[src/rtl/load_unpack_pkg.sv]
// Shared FSM encoding and beat geometry helpers for the load/unpack path.
package load_unpack_pkg;

  typedef enum logic [2:0] {
    S_IDLE,
    S_GO,
    S_XFER,
    S_WAIT_DONE,
    S_DONE
  } state_e;

  function automatic int unsigned lanes_per_beat(input int unsigned xdw, input int unsigned dw);
    return xdw / dw;
  endfunction

  function automatic int unsigned beat_bytes(input int unsigned xdw);
    return xdw / 8;
  endfunction

  function automatic int unsigned lane_bits(input int unsigned wcnt);
    return (wcnt > 1) ? $clog2(wcnt) : 1;
  endfunction

endpackage

[src/rtl/load_unpack_beat_unpack.sv]
// Holding register for one external beat, emitted one DW lane per cycle.
module beat_unpack
  import load_unpack_pkg::*;
#(
  parameter int DW  = 32,
  parameter int XDW = 128
) (
  input  logic           clk,
  input  logic           rst,
  input  logic           en,
  input  logic           last_word,
  input  logic           more,
  input  logic           avail,
  input  logic [XDW-1:0] beat,
  output logic           pop,
  output logic           wr,
  output logic [DW-1:0]  wdata
);

  localparam int unsigned WCNT = lanes_per_beat(XDW, DW);
  localparam int unsigned LW   = lane_bits(WCNT);

  logic [WCNT-1:0][DW-1:0] hold_q, hold_d;
  logic                    hold_vld_q, hold_vld_d;
  logic [LW-1:0]           lane_q, lane_d;
  logic                    lane_last;

  // Refill in the same cycle the last useful lane drains, so writes never bubble.
  always_comb begin
    wr         = en && hold_vld_q;
    lane_last  = (lane_q == LW'(WCNT - 1)) || last_word;
    pop        = en && more && avail && (!hold_vld_q || (wr && lane_last));
    hold_d     = hold_q;
    hold_vld_d = hold_vld_q;
    lane_d     = lane_q;
    if (pop) begin
      hold_d     = beat;
      hold_vld_d = 1'b1;
      lane_d     = '0;
    end else if (wr && lane_last) begin
      hold_vld_d = 1'b0;
      lane_d     = '0;
    end else if (wr) begin
      lane_d = lane_q + LW'(1);
    end
  end

  assign wdata = hold_q[lane_q];

  always_ff @(posedge clk or negedge rst) begin
    if (!rst) begin
      hold_q     <= '0;
      hold_vld_q <= 1'b0;
      lane_q     <= '0;
    end else begin
      hold_q     <= hold_d;
      hold_vld_q <= hold_vld_d;
      lane_q     <= lane_d;
    end
  end

endmodule

[src/rtl/load_unpack.sv]
// Loads iolen DW words from an external read master into internal RAM, unpacking XDW beats.
module load_unpack
  import load_unpack_pkg::*;
#(
  parameter int AW  = 12,
  parameter int DW  = 32,
  parameter int XAW = 32,
  parameter int XDW = 128
) (
  input  logic           clk,
  input  logic           rst,
  input  logic           load_data_start,
  input  logic [DW-1:0]  param_raddr,
  input  logic [AW-1:0]  param_iolen,
  output logic           rmst_fixed_location,
  output logic [XAW-1:0] rmst_read_base,
  output logic [XAW-1:0] rmst_read_length,
  output logic           rmst_go,
  input  logic           rmst_done,
  output logic           rmst_user_read_buffer,
  input  logic [XDW-1:0] rmst_user_buffer_data,
  input  logic           rmst_user_data_available,
  output logic           ram_wena,
  output logic [AW-1:0]  ram_waddr,
  output logic [DW-1:0]  ram_wdata,
  output logic           load_data_done
);

  localparam int unsigned WCNT = lanes_per_beat(XDW, DW);
  localparam int unsigned BB   = beat_bytes(XDW);

  state_e         state_q, state_d;
  logic [XAW-1:0] base_q, base_d, len_q, len_d;
  logic           go_q, go_d, done_q, done_d, done_seen_q, done_seen_d;
  logic [AW-1:0]  waddr_q, waddr_d, words_left_q, words_left_d;
  logic [AW:0]    beats_left_q, beats_left_d, nbeats;
  logic           pop, wr, en, last_word, more;

  // One extra bit so iolen near 2^AW cannot wrap while rounding up.
  assign nbeats    = ({1'b0, param_iolen} + (AW+1)'(WCNT - 1)) / (AW+1)'(WCNT);
  assign en        = (state_q == S_XFER);
  assign last_word = (words_left_q == AW'(1));
  assign more      = (beats_left_q != '0);

  beat_unpack #(.DW(DW), .XDW(XDW)) u_unpack (
    .clk       (clk),
    .rst       (rst),
    .en        (en),
    .last_word (last_word),
    .more      (more),
    .avail     (rmst_user_data_available),
    .beat      (rmst_user_buffer_data),
    .pop       (pop),
    .wr        (wr),
    .wdata     (ram_wdata)
  );

  always_comb begin
    state_d      = state_q;
    base_d       = base_q;
    len_d        = len_q;
    go_d         = 1'b0;
    done_d       = 1'b0;
    done_seen_d  = done_seen_q | rmst_done;
    waddr_d      = waddr_q;
    words_left_d = words_left_q;
    beats_left_d = beats_left_q;
    case (state_q)
      S_IDLE: if (load_data_start) begin
        base_d       = XAW'(param_raddr);
        len_d        = XAW'(nbeats) * XAW'(BB);
        words_left_d = param_iolen;
        beats_left_d = nbeats;
        waddr_d      = '0;
        done_seen_d  = 1'b0;
        if (param_iolen == '0) begin
          state_d = S_DONE;
          done_d  = 1'b1;
        end else begin
          state_d = S_GO;
          go_d    = 1'b1;
        end
      end
      S_GO: state_d = S_XFER;
      S_XFER: begin
        if (pop) beats_left_d = beats_left_q - (AW+1)'(1);
        if (wr) begin
          waddr_d      = waddr_q + AW'(1);
          words_left_d = words_left_q - AW'(1);
          if (last_word) state_d = S_WAIT_DONE;
        end
      end
      S_WAIT_DONE: if (rmst_done || done_seen_q) begin
        state_d = S_DONE;
        done_d  = 1'b1;
      end
      S_DONE:  state_d = S_IDLE;
      default: state_d = S_IDLE;
    endcase
  end

  always_ff @(posedge clk or negedge rst) begin
    if (!rst) begin
      state_q      <= S_IDLE;
      base_q       <= '0;
      len_q        <= '0;
      go_q         <= 1'b0;
      done_q       <= 1'b0;
      done_seen_q  <= 1'b0;
      waddr_q      <= '0;
      words_left_q <= '0;
      beats_left_q <= '0;
    end else begin
      state_q      <= state_d;
      base_q       <= base_d;
      len_q        <= len_d;
      go_q         <= go_d;
      done_q       <= done_d;
      done_seen_q  <= done_seen_d;
      waddr_q      <= waddr_d;
      words_left_q <= words_left_d;
      beats_left_q <= beats_left_d;
    end
  end

  assign rmst_fixed_location   = 1'b0;
  assign rmst_read_base        = base_q;
  assign rmst_read_length      = len_q;
  assign rmst_go               = go_q;
  assign rmst_user_read_buffer = pop;
  assign ram_wena              = wr;
  assign ram_waddr             = waddr_q;
  assign load_data_done        = done_q;

endmodule

[config.mk]
export PLATFORM = sky130hd
export DESIGN_NAME = load_unpack
export DESIGN_NICKNAME = d
export VERILOG_FILES = /design/src/rtl/load_unpack_pkg.sv /design/src/rtl/load_unpack_beat_unpack.sv /design/src/rtl/load_unpack.sv
export SDC_FILE = /design/constraint.sdc
export NUM_CORES = 1
export LEC_CHECK = 0
export CORE_ASPECT_RATIO = 0.5
export CORE_MARGIN = 1.5
export CORE_UTILIZATION = 45
export CTS_CLUSTER_DIAMETER = 80
export CTS_CLUSTER_SIZE = 25
export DETAILED_ROUTE_END_ITERATION = 10
export PLACE_DENSITY = 0.76
export SLEW_MARGIN = 20
export SYNTH_ARGS = -nofsm -noshare
export SYNTH_HDL_FRONTEND = slang
export SYNTH_SLANG_ARGS = --single-unit
[constraint.sdc]
create_clock -name clk -period 3.05 [get_ports clk]
set_clock_uncertainty 0.1 [all_clocks]
set_input_delay 0.4575 -clock clk [delete_from_list [all_inputs] [get_ports clk]]
set_output_delay 0.4575 -clock clk [all_outputs]
set_load 0.01 [all_outputs]
==> impl_metrics.json <==
{
  "place_inst": 1358,
  "syn2layout_area_growth_pct": 33.2,
  "relSlewSlack_pct": 40.2,
  "grt_pass1_wl_um": 38700,
  "dieArea_sq_mm": 0.0232,
  "clk_pin_slew_worst_paths_ns": 0.10,
  "final_hold_viol_count": 0,
  "stdcell_count": 1377,
  "grt_max_degree": 88,
  "ys_ff_latch": 217,
  "setup_viol": 0,
  "antenna_found_initial": 0,
  "rsz0062_at_grt": "no",
  "grt_usage_pct": 21.0,
  "synth_top_area_share_pct": 54.3,
  "yosysUniqueCellTypes": 54,
  "path_class": "register to primary output",
  "power.share.clock_pct": 13.5,
  "pwr-share-comb_pct": 46.5,
  "drt-vias-per-instance": 5.28,
  "hold_depth": 2,
  "p_leak_uw": 0.00561,
  "p_int_uw": 8340,
  "cts_buffers": 12,
  "routed_wl_um": 24300,
  "layout-drive-gt1-share_pct": 14.8,
  "final-max-slew-violation-count": 0,
  "antenna_cells": 0,
  "clockRootBuffer": "clkbuf_16",
  "slowest_stage": "or4b_4",
  "seqPwrFrac_pct": 39.9,
  "r2r_cells": 8,
  "gp_congestion": 0.824,
  "fmax_mhz": 342,
  "dr.pass1.iters": 6,
  "cp_cell_sequence": "inv_1, ha_2, or4b_4, o41ai_4, a21oi_4, clkbuf_2",
  "routedWlPerCell_um": 17.7,
  "startpoint_type": "register",
  "ant_nets": 0,
  "p_sw_uw": 4250,
  "crit_arrival_ns": 2.37,
  "netlist_top_cells_count": "dfrtp_1, nand2_1, mux2_2, mux2_1, o21ai_0",
  "port_buffers": 267,
  "cap_violations": 0,
  "cpPeakStageDelay_ns": 0.52,
  "synth.cell_area_sq_mm": 0.00999,
  "period_share_pct": 95.8,
  "grt_pass1_vias": 7515,
  "seq_area_frac_synth_pct": 54.3,
  "postSynth.asyncResetShare_pct": 100,
  "synth-edff-count": 0,
  "tightestPinTransition_ns": 0.897,
  "core_sq_mm": 0.0217,
  "hold_path.class": "register to register",
  "start_util_pct": 46.0,
  "crit_required_ns": 2.49,
  "ios": 290,
  "cts_tree": "built",
  "num_rows": 38,
  "endpoint_kind": "primary output",
  "period_minus_slack_ns": 2.92,
  "status": "finished clean",
  "synth_area_per_cell_sq_um": 12.2,
  "setup_tns_ns": 0,
  "yosysMostFrequentCell": "dfrtp_1",
  "die_h_um": 108,
  "overflow": 0,
  "dp_hpwl_um": 17400,
  "ir_worst_vdd_v": 0.000438,
  "vias": 7272,
  "numClockSinks": 217,
  "ys_top_cells_by_area": "dfrtp_1, mux2_2, mux4_2",
  "dieWidth_um": 214,
  "fin_hold_ws_ns": 0.383,
  "drtIter0Drc": 471,
  "power.density_mw_per_mm2": 945,
  "ys.flop_type": "dfrtp_1",
  "netlist_instances": 819,
  "cts_htree_levels": 1,
  "clkLatencyLatePin_ns": 0.47,
  "cp_max_fo": 4,
  "fin_nets": 1258,
  "swShare_pct": 33.8,
  "ys_warn_count": 0,
  "yosysTopAreaCell": "dfrtp_1",
  "cts.path.max_buffers": 3,
  "drc": 0
}
==> placed cells by master, fill, tap and decap left out, types with 3 or more instances in the layout <==
cell type / synthesis / final
clkdlybuf4s50_1: 0 / 265
dfrtp_1: 217 / 215
nand2_1: 135 / 135
mux2_2: 81 / 81
mux2_1: 49 / 49
o21ai_0: 37 / 37
mux4_2: 32 / 32
nor2_1: 27 / 27
conb_1: 1 / 22
inv_1: 18 / 18
a21oi_1: 18 / 18
buf_4: 22 / 15
clkbuf_16: 0 / 13
nor3_1: 13 / 12
or3_1: 11 / 10
nand3_1: 8 / 8
xnor2_1: 8 / 8
xor2_1: 8 / 8
o22ai_1: 8 / 8
nand4_1: 7 / 7
and3_1: 6 / 6
a22oi_1: 6 / 6
a2bb2oi_1: 6 / 6
nor4_1: 5 / 5
buf_12: 0 / 5
o211ai_1: 4 / 4
nand2b_1: 4 / 4
and2_1: 4 / 4
o22a_1: 4 / 4
ha_1: 5 / 4
mux2i_1: 3 / 3
==> sequential cells by signal, summed over array words and instances, names as in the netlist <==
signal               flops
u_unpack.lane_q          2
words_left_q            12
load_data_done           1
state_q                  3
rmst_go                  1
u_unpack.hold_vld_q      1
u_unpack.hold_q        128
rmst_read_length        11
rmst_read_base          32
beats_left_q            13
done_seen_q              1
ram_waddr               12
==> power groups by stage <==
stage | registers [uW] | logic (uW) | clock network [uW]
floorplan | 4960 | 3360 | 0
CTS | 5020 | 5900 | 1760
global placement | 4970 | 5700 | 0
detailed placement | 5070 | 5870 | 0
finish | 5020 | 5860 | 1710
global route | 5200 | 6360 | 1860
==> path summary, 6_finish.rpt <==
kind,startpoint,to,slack (ns)
max in group asynchronous,rst,u_unpack.hold_q[75],1.52
min,rmst_read_base[28],rmst_read_base[28],0.38
min in group asynchronous,rst,rmst_read_base[14],0.47
max reg2reg,beats_left_q[0],beats_left_q[10],0.21
min reg2reg,rmst_read_base[28],rmst_read_base[28],0.38
max,beats_left_q[0],rmst_user_read_buffer,0.13
==> through the flow <==
stage	total power, uW	utilization [%]	worst slack (ns)	area, sq um
floorplan	8320	-	0.520	10100
detailed placement	10900	59.6	0.177	12900
CTS	12700	61.2	0.0769	13300
finish	12600	61.3	0.127	13300
global placement	10700	59.6	0.205	12900
global route	13400	61.3	0.0443	13300
==> per-layer routing <==
metal / part of all wire (%) / global-route usage, %
met1: 42 / 27.1
met2: 52 / 37.2
met3: 4.5 / 2.85
met4: 2.3 / 5.68
met5: 0 / 0
==> cell families after synthesis <==
logic type | Yosys count | synth area share (%)
AND/OR/NAND/NOR | 228 | 10.2
flip-flops | 217 | 54.3
multiplexers | 165 | 22.2
AO/OA/AOI/OAI | 103 | 6.72
buffers and inverters | 84 | 4.56
XOR/XNOR | 16 | 1.40
adder cells (fa/ha/maj) | 5 | 0.626
other | 1 | 0.0375
==> critical path: cells and delay by family, from the launching register on <==
family	cells	cell delay [ns]
compound gates	2	0.49
fa+ha+maj	1	0.21
buf+inv	2	0.26
flops	1	0.42
simple gates	1	0.52
==> layout make-up <==
| cell class | instances | area (sq um) |
|---|---|---|
| Inverter | 18 | 67.6 |
| Sequential cell | 217 | 5430 |
| Multi-Input combinational cell | 539 | 4200 |
| Timing Repair Buffer | 288 | 2900 |
| Clock inverter | 1 | 8.76 |
| Fill cell | 1753 | 8420 |
| Tap cell | 300 | 375 |
| Clock buffer | 14 | 329 |
==> timing repair <==
item / 4_1_cts / 5_1_grt
setup buffers: 1 / 2
hold buffers: 1 / 0
endpoints found under the hold margin: 85 / 0
resized for setup: 1 / 3
setup endpoints to repair: 1 / 1
pin swaps: 1 / 1
No activity file was read; power rests on OpenSTA's default activity.
